`config.mk`:
```
export PLATFORM = sky130hd
export DESIGN_NAME = ascon_masked_seq
export DESIGN_NICKNAME = d
export VERILOG_FILES = /design/src/rtl/ascon_masked_seq.sv
export SDC_FILE = /design/constraint.sdc
export NUM_CORES = 1
export LEC_CHECK = 0
export ABC_AREA = 1
export CAP_MARGIN = 20
export CORE_AREA = 3 3 436 438
export DETAILED_ROUTE_END_ITERATION = 6
export DIE_AREA = 0 0 439 441
export PLACE_DENSITY_LB_ADDON = 0.1
export SLEW_MARGIN = 20
export SYNTH_ARGS = -nofsm -noshare
export SYNTH_HDL_FRONTEND = slang
export SYNTH_SLANG_ARGS = --single-unit
```
`constraint.sdc`:
```
create_clock -name clk -period 11.79 [get_ports clk]
set_input_delay 3.537 -clock clk [delete_from_list [all_inputs] [get_ports clk]]
set_output_delay 3.537 -clock clk [all_outputs]
set_load 0.005 [all_outputs]
```
`src/rtl/ascon_masked_seq.sv`:
```
// Sequencer between the CW305 register block and a masked Ascon core:
// issues one core operation per accepted start, captures shared output
// words into a small buffer, serves recombined/raw-share readback, and
// produces a scope trigger window plus watchdog/short/overflow flags.
module ascon_masked_seq #(
  parameter int unsigned pCORE_WIDTH = 64,
  parameter int unsigned pSHARES     = 2,
  parameter int unsigned pRND_WIDTH  = 320,
  parameter int unsigned pOUT_DEPTH  = 8,
  parameter int unsigned pTIMEOUT    = 4096
) (
  input  logic                                 clk,
  input  logic                                 rst,
  input  logic                                 init,
  input  logic                                 start,
  input  logic [1:0]                           cfg_mode,
  input  logic [$clog2(pOUT_DEPTH):0]          cfg_nwords,
  input  logic [7:0]                           cfg_trig_dly,
  input  logic [7:0]                           cfg_trig_len,
  input  logic [pSHARES*pCORE_WIDTH-1:0]       sdin,
  input  logic [pRND_WIDTH-1:0]                rdin,
  output logic                                 core_start,
  output logic [1:0]                           core_mode,
  output logic [pSHARES*pCORE_WIDTH-1:0]       core_sdin,
  output logic [pRND_WIDTH-1:0]                core_rdin,
  input  logic [pSHARES*pCORE_WIDTH-1:0]       core_dout,
  input  logic                                 core_dout_valid,
  input  logic                                 core_done,
  input  logic [$clog2(pOUT_DEPTH)-1:0]        raddr,
  input  logic                                 rd_unmask,
  input  logic [1:0]                           rd_share,
  output logic [pCORE_WIDTH-1:0]               dout,
  output logic [$clog2(pOUT_DEPTH):0]          wcount,
  output logic                                 busy,
  output logic                                 trigger,
  output logic [2:0]                           flags
);

  localparam int unsigned AW = $clog2(pOUT_DEPTH);
  localparam int unsigned NW = AW + 1;
  localparam int unsigned SW = pSHARES * pCORE_WIDTH;
  localparam int unsigned TW = $clog2(pTIMEOUT) + 1;

  localparam logic [1:0] S_IDLE = 2'd0;
  localparam logic [1:0] S_RUN  = 2'd1;
  localparam logic [1:0] S_ERR  = 2'd2;

  logic [1:0]             state_q,      state_d;
  logic                   core_start_q, core_start_d;
  logic [1:0]             core_mode_q,  core_mode_d;
  logic [NW-1:0]          wptr_q,       wptr_d;
  logic [NW-1:0]          nwords_q,     nwords_d;
  logic [TW-1:0]          wd_q,         wd_d;
  logic [8:0]             trig_cnt_q,   trig_cnt_d;
  logic [7:0]             dly_q,        dly_d;
  logic [7:0]             len_q,        len_d;
  logic [2:0]             flags_q,      flags_d;
  logic [pCORE_WIDTH-1:0] dout_q,       dout_d;

  logic [SW-1:0]          mem_q [pOUT_DEPTH];
  logic                   mem_we;
  logic [SW-1:0]          rd_word;
  logic                   accept;

  assign core_sdin  = sdin;
  assign core_rdin  = rdin;
  assign core_start = core_start_q;
  assign core_mode  = core_mode_q;
  assign wcount     = wptr_q;
  assign busy       = (state_q == S_RUN);
  assign flags      = flags_q;
  assign dout       = dout_q;
  // Window is gated by RUN so leaving RUN truncates it; the 9-bit sum cannot wrap.
  assign trigger    = (state_q == S_RUN) && (len_q != 8'd0) &&
                      (trig_cnt_q > {1'b0, dly_q}) &&
                      (trig_cnt_q <= ({1'b0, dly_q} + {1'b0, len_q}));

  // Control next-state: init beats start, start beats run-time events.
  always_comb begin
    state_d      = state_q;
    core_start_d = 1'b0;
    core_mode_d  = core_mode_q;
    wptr_d       = wptr_q;
    nwords_d     = nwords_q;
    wd_d         = wd_q;
    trig_cnt_d   = trig_cnt_q;
    dly_d        = dly_q;
    len_d        = len_q;
    flags_d      = flags_q;
    mem_we       = 1'b0;
    accept       = start && !init && (cfg_nwords != '0) &&
                   (cfg_nwords <= NW'(pOUT_DEPTH)) && (cfg_mode != 2'd3) &&
                   (state_q != S_RUN);
    if (init) begin
      state_d = S_IDLE;
      wptr_d  = '0;
      flags_d = '0;
    end else if (accept) begin
      state_d      = S_RUN;
      core_start_d = 1'b1;
      core_mode_d  = cfg_mode;
      wptr_d       = '0;
      nwords_d     = cfg_nwords;
      wd_d         = '0;
      trig_cnt_d   = '0;
      dly_d        = cfg_trig_dly;
      len_d        = cfg_trig_len;
      flags_d      = '0;
    end else if (state_q == S_RUN) begin
      wd_d = wd_q + 1'b1;
      if (trig_cnt_q != '1) trig_cnt_d = trig_cnt_q + 1'b1;
      if (core_dout_valid) begin
        if (wptr_q < nwords_q) begin
          mem_we = 1'b1;
          wptr_d = wptr_q + 1'b1;
        end else begin
          flags_d[0] = 1'b1;
        end
      end
      // Short check uses wptr_d so a word arriving with done is counted.
      if (core_done) begin
        state_d = S_IDLE;
        if (wptr_d < nwords_q) flags_d[1] = 1'b1;
      end else if (wd_q == TW'(pTIMEOUT - 1)) begin
        state_d    = S_ERR;
        flags_d[2] = 1'b1;
      end
    end
  end

  // Registered readback: recombine all shares or select one raw share.
  always_comb begin
    rd_word = mem_q[raddr];
    dout_d  = '0;
    if (rd_unmask) begin
      for (int unsigned i = 0; i < pSHARES; i++)
        dout_d = dout_d ^ rd_word[i*pCORE_WIDTH +: pCORE_WIDTH];
    end else begin
      for (int unsigned i = 0; i < pSHARES; i++)
        if (32'(rd_share) == i) dout_d = rd_word[i*pCORE_WIDTH +: pCORE_WIDTH];
    end
  end

  // Control and output registers with asynchronous active-low reset.
  always_ff @(posedge clk or negedge rst) begin
    if (!rst) begin
      state_q      <= S_IDLE;
      core_start_q <= 1'b0;
      core_mode_q  <= '0;
      wptr_q       <= '0;
      nwords_q     <= '0;
      wd_q         <= '0;
      trig_cnt_q   <= '0;
      dly_q        <= '0;
      len_q        <= '0;
      flags_q      <= '0;
      dout_q       <= '0;
    end else begin
      state_q      <= state_d;
      core_start_q <= core_start_d;
      core_mode_q  <= core_mode_d;
      wptr_q       <= wptr_d;
      nwords_q     <= nwords_d;
      wd_q         <= wd_d;
      trig_cnt_q   <= trig_cnt_d;
      dly_q        <= dly_d;
      len_q        <= len_d;
      flags_q      <= flags_d;
      dout_q       <= dout_d;
    end
  end

  // Capture buffer; contents deliberately survive reset.
  always_ff @(posedge clk) begin
    if (mem_we) mem_q[wptr_q[AW-1:0]] <= core_dout;
  end

endmodule

```
# ---- Word level (Yosys, flattened, before mapping)
# Memory sizes are Yosys's and may differ from the RTL's.
# Cells that the tools add are included.
# Widths: inputs -> output; s select.
dict set report word_totals {
  out_inout_bits 524
  regBits 118
  wordCells 99
  mem_bits_rw 1024
  memories 1
  in_bits 610
}
# name depth word_bits read_ports rd_clocked_by_memory_dff wr line_no
set mem_list {}
lappend mem_list {mem_q 8 128 1 0 1 60} ;# logic [SW-1:0] mem_q [pOUT_DEPTH];
dict set report op_classes {
  magnitude_cmp 5
  muxes 39
  n_reduce_logical 27
  n_eq_ne 8
  bitwise 2
  addsub 4
}
# op n
set op_table {}
lappend op_table {{$mux 64} 3}
lappend op_table {{$xor 64x64->64} 1}
lappend op_table {{$mux 4} 8}
lappend op_table {{$mux 9} 3}
lappend op_table {{$mux 13} 2}
lappend op_table {{$mux 1} 15}
lappend op_table {{$reduce_bool 3->1} 5}
lappend op_table {{$add 13x1->13 const B} 1}
lappend op_table {{$eq 13x12->1 const B} 1}
lappend op_table {{$reduce_and 3->1} 4}
lappend op_table {{$mux 2} 5}
lappend op_table {{$add 8x8->9} 1}
lappend op_table {{$add 9x1->9 const B} 1}
lappend op_table {{$gt 9x8->1} 1}
lappend op_table {{$le 9x9->1} 1}
lappend op_table {{$mux 3} 3}
lappend op_table {{$ne 9x9->1 const B} 1}
lappend op_table {{$logic_and 1x1->1} 8}
lappend op_table {{$lt 4x4->1} 2}
lappend op_table {{$reduce_bool 4->1} 2}
lappend op_table {{$reduce_bool 8->1} 1}
lappend op_table {{$reduce_and 2->1} 3}
lappend op_table {{$add 4x1->4 const B} 1}
lappend op_table {{$eq 2x1->1 const B} 2}
lappend op_table {{other kinds (9)} 10}

# ---- Logic depth before layout (Yosys ltp)
dict set report logic_depth {
  word_depth 14
  mapped_depth 16
  ltp_nobuf 16
}

# ---- Least setup slack after synthesis
# OpenSTA, ideal clock, no wires.
dict set report synth_timing {
  path_type {in2reg}
  startpoint {input core_dout_valid}
  endpoint {memory mem_q[2][0] (netlist bit), enable pin}
  t_required_ns 11.018
  arrival_time_ns 12.605
  path_buffers 0
  path_slack_ns -1.587
  stages 4
  setup_ns 0.772
  cell_sequence {nand3_1 nor3_1 nand2_1 nor3_1}
}
dict set report synth_via {
  elab_chain_len 6
}
# element line_no
set synth_rtl {}
lappend synth_rtl {{from (decl)} 27} ;# input logic core_dout_valid,
lappend synth_rtl {{$mux 1} 112} ;# if (core_dout_valid) begin
lappend synth_rtl {{$mux 1} 109} ;# end else if (state_q == S_RUN) begin
lappend synth_rtl {{$mux 1} 98} ;# end else if (accept) begin
lappend synth_rtl {{$mux 1} 94} ;# if (init) begin
lappend synth_rtl {{$mux 1} 175} ;# if (mem_we) mem_q[wptr_q[AW-1:0]] <= core_dout;
lappend synth_rtl {{$mux 1 (implied by the code)} 175}
lappend synth_rtl {{to (decl)} 60}
# Every way passes these cells.

# ---- Worst setup path in the final report
dict set report layout_timing {
  startpoint {register dly_q[0]}
  endpoint {output trigger}
}
dict set report layout_via {
  elab_chain_len 3
  elab_cells_between_ends 5
  cone_classes {1 x add/sub; 2 x order compare; 2 x reduce/logical}
}
# element line_no
set layout_rtl {}
lappend layout_rtl {{from (decl)} 55} ;# logic [7:0] dly_q, dly_d;
lappend layout_rtl {{from (signal assigned)} 166} ;# dly_q <= dly_d;
lappend layout_rtl {{$add 8x8->9 or $gt 9x8->1 (tied branches)} {76, 75}}
lappend layout_rtl {{$le 9x9->1 or $logic_and 1x1->1 (tied branches)} {76, 74}}
lappend layout_rtl {{$logic_and 1x1->1 (*)} 75} ;# (trig_cnt_q > {1'b0, dly_q}) &&
lappend layout_rtl {{to (decl)} 35} ;# output logic trigger,
# Every way passes the cells marked *; elsewhere a longest branch is shown, timed or not.

==> results.sh <==
export IMPL_grt_util_met1_pct=24.56
export IMPL_cts_buffer_depth=3
export IMPL_total_power_uw=9478
export IMPL_path_class="register to output port"
export IMPL_status="completed"
export IMPL_num_vias=32150
export IMPL_synth_cell_types=38
export IMPL_critPathRequiredTime_ns=8.25
export IMPL_rows=159
export IMPL_antenna_found_initial=32
export IMPL_rsz0062_at_grt="no"
export IMPL_portBuffers=237
export IMPL_synth_simple_area_share_pct=8.155
export IMPL_cts_sinks=1142
export IMPL_gr_max_usage_layer="met2"
export IMPL_cts_setup_buffers=0
export IMPL_cts_root_buf="clkbuf_16"
export IMPL_start_util_pct=26.47
export IMPL_cts_tree="done"
export IMPL_end_kind="output port"
export IMPL_hold_viol_final=0
export IMPL_cts_buffers=138
export IMPL_seqPwrFrac_pct=47.9
export IMPL_gp_congestion=0.9262
export IMPL_worst_slew_pin_slew_ns=1.020
export IMPL_final_fill_count=19150
export IMPL_yosys_area_share_adder_pct=0.9252
export IMPL_synth_xor_area_share_pct=0.3539
export IMPL_fin_area_mm2=0.05531
export IMPL_num_io_pins=1134
export IMPL_wl_um=265300
export IMPL_syn2layout_area_growth_pct=11.74
export IMPL_first_iter_violations=2552
export IMPL_worstPathMaxFanout=3
export IMPL_holdPathStages=2
export IMPL_met3_usage_pct=31.55
export IMPL_dieArea_mm2=0.1936
export IMPL_fin_worst_skew_ns=0.02430
export IMPL_synth_ff_type="edfxtp_1"
export IMPL_die_height_um=441
export IMPL_r2r_slack_ns=7.47
export IMPL_dp_cells=6248
export IMPL_die_x_um=439
export IMPL_fmax_mhz=121.1
export IMPL_insertion_delay_ns=0.79
export IMPL_slew_headroom_pct=32.01
export IMPL_timing_rr_start="wcount[1]$_DFFE_PN0P_"
export IMPL_drc=0
export IMPL_min_to="core_mode[0]$_DFFE_PN0P_"
export IMPL_viasPerCell=4.943
export IMPL_yosys_register_bits=1142
export IMPL_clkPwrFrac_pct=43.3
export IMPL_layout_area_seq_mm2=0.03370
export IMPL_drive_gt1_share_pct=6.392
export IMPL_cts_resized=0
export IMPL_synth_fp_nets=4792
export IMPL_grt_max_degree=162
export IMPL_crit_chain="ha_1, fa_1, nand3_1, nand3_1, a21oi_1, o21ai_0, nand2_1, nand2_1, a21oi_1, ha_1, nand2_1, nor2_1, nand3b_1, o2111ai_1, a21oi_1, clkdlybuf4s50_1"
export IMPL_multi_input_comb_area_mm2=0.01080
export IMPL_hold_class="register to register"
export IMPL_drtPass1Iterations=5
export IMPL_final_cell_mix="1024 x edfxtp_1, 569 x o21ai_0, 534 x nor2_1"
export IMPL_setup_tns_ns=0
export IMPL_ir_drop_uv=164.3
export IMPL_power_frac_comb_pct=8.9
export IMPL_utilization_pct=29.58
export IMPL_fin_crit_ns=8.260
export IMPL_async_flop_share_pct=10.33
export IMPL_clk_pin_slew_worst_paths_ns=0.06
export IMPL_fin_cells=6504
export IMPL_hpwl_um=192500
export IMPL_cp_start_kind="register"
export IMPL_final_common_cell="edfxtp_1"
export IMPL_ant_nets=0
export IMPL_holdBufCountCts=0
export IMPL_core_area_mm2=0.1870
export IMPL_grt_remaining_overflow=0
export IMPL_syn_area_mm2=0.04950
export IMPL_muxShareOfSynthArea_pct=0.5056
export IMPL_synth_cells=4146
export IMPL_use_met2_pct=34.85
export IMPL_power_per_cell_area_mw_per_mm2=171.4
export IMPL_p_sw_uw=2318
export IMPL_synth_compound_area_share_pct=11.76
export IMPL_arrival_ns=4.72
export IMPL_wl_per_cell_um=40.79
export IMPL_r2r_end="mem_q[1][2]$_DFFE_PP_"
export IMPL_synth_avg_cell_area_um2=11.94
export IMPL_seq_area_frac_synth_pct=68.09
export IMPL_slew_viol_final=0
export IMPL_max_cap_violations=0
export IMPL_grt_pass1_wl_um=332400
export IMPL_internal_power_uw=7160
export IMPL_track_usage_pct=26.49
export IMPL_setup_violations=0
export IMPL_reg2reg_depth=10
export IMPL_timing_final_crit_share_pct=70.06
export IMPL_critPathMaxStageDelay_ns=0.98
export IMPL_placed_cell_area_mm2=0.05102
export IMPL_hp_start="core_mode[0]$_DFFE_PN0P_"
export IMPL_synth_edff_count=1024
export IMPL_p_leak_uw=0.01860
export IMPL_yosysWarningCount=0
export IMPL_crit_slowest_cell="clkdlybuf4s50_1"
export IMPL_swShare_pct=24.46
export IMPL_synth_top_family_by_area="compound AO/OA/AOI/OAI gates"
export IMPL_layout_nets=4539
export IMPL_grt_pass1_vias=29930
export IMPL_h_tree_depth=4
-- synthesized netlist by cell type, types with 32 or more instances --
| library cell | number | share of area (%) |
|---|---|---|
| edfxtp_1 | 1024 | 62 |
| o21ai_0 | 569 | 5.8 |
| buf_4 | 462 | 7.0 |
| o221ai_1 | 32 | 0.57 |
| nand2_1 | 401 | 3.0 |
| a21oi_1 | 75 | 0.76 |
| o22ai_1 | 253 | 3.2 |
| inv_1 | 143 | 1.1 |
| buf_2 | 62 | 0.63 |
| clkbuf_1 | 114 | 0.86 |
| dfrtp_1 | 118 | 6.0 |
| o21ai_1 | 132 | 1.3 |
| nor2_1 | 539 | 4.1 |
| nand3_1 | 38 | 0.38 |
| ha_1 | 35 | 0.88 |
-- cell type report --
class	instances	share of cell area (%)
diodes	4	0.01810
inverters	146	1.052
clock inverters	55	0.7126
multi-input cells	2182	19.53
repair buffers	283	5.088
clock buffers	197	7.017
well taps	2495	5.644
flip-flops and latches	1142	60.93
-- metrics by stage --
step           hold slack, ns  setup WS [ns]
2_1_floorplan          0.4550         -1.587
3_3_place_gp           0.4583          4.271
3_5_place_dp           0.4605          4.256
4_1_cts                0.4755          3.381
5_1_grt                0.5096          3.194
6_report               0.4736          3.530
-- worst max-delay path by stage --
stage                               from                    end  slack (ns)  depth (start not counted)
global placement    dly_q[0]$_DFFE_PN0P_                trigger        4.27                         16
detailed placement  dly_q[0]$_DFFE_PN0P_                trigger        4.26                         16
CTS                 dly_q[0]$_DFFE_PN0P_                trigger        3.38                         16
floorplan                core_dout_valid  mem_q[2][0]$_DFFE_PP_       -1.59                          4
finish              dly_q[0]$_DFFE_PN0P_                trigger        3.53                         16
global route        dly_q[0]$_DFFE_PN0P_                trigger        3.19                         16
-- cell families after synthesis --
family          count (synthesis)
compound gates               1070
xor+xnor                       20
fa+ha+maj                      36
buf+inv                       822
flops                        1142
mux                            25
simple gates                 1031
-- worst max-delay path: cells and delay by family (launching register included) --
| kind | cells | cell delay [ns] |
|---|---|---|
| buffers and inverters | 1 | 0.98 |
| AO/OA/AOI/OAI | 5 | 1.04 |
| adder cells (fa/ha/maj) | 3 | 0.93 |
| flip-flops | 1 | 0.41 |
| AND/OR/NAND/NOR | 7 | 0.59 |
-- state kept, by name, indices dropped and copies added, names as in the netlist --
| signal | count |
|---|---|
| nwords_q | 4 |
| state_q | 2 |
| dout | 64 |
| flags | 3 |
| dly_q | 8 |
| len_q | 8 |
| wd_q | 13 |
| wcount | 4 |
| core_mode | 2 |
| mem_q | 1024 |
| core_start | 1 |
| trig_cnt_q | 9 |
-- power groups by stage --
stage	clock network, uW	logic, uW	registers [uW]
2_1_floorplan	0	584	4610
3_3_place_gp	0	855	4620
3_5_place_dp	0	853	4620
4_1_cts	4190	855	4540
5_1_grt	4350	944	4540
6_report	4100	841	4540
-- routing by layer --
| layer | part of all wire [%] | wire [um] |
|---|---|---|
| met2 | 39 | 102300 |
| met4 | 3.5 | 9271 |
| met5 | 1.2 | 3174 |
| met1 | 31 | 83520 |
| met3 | 25 | 67010 |
Power figures use the tool's default switching activity.
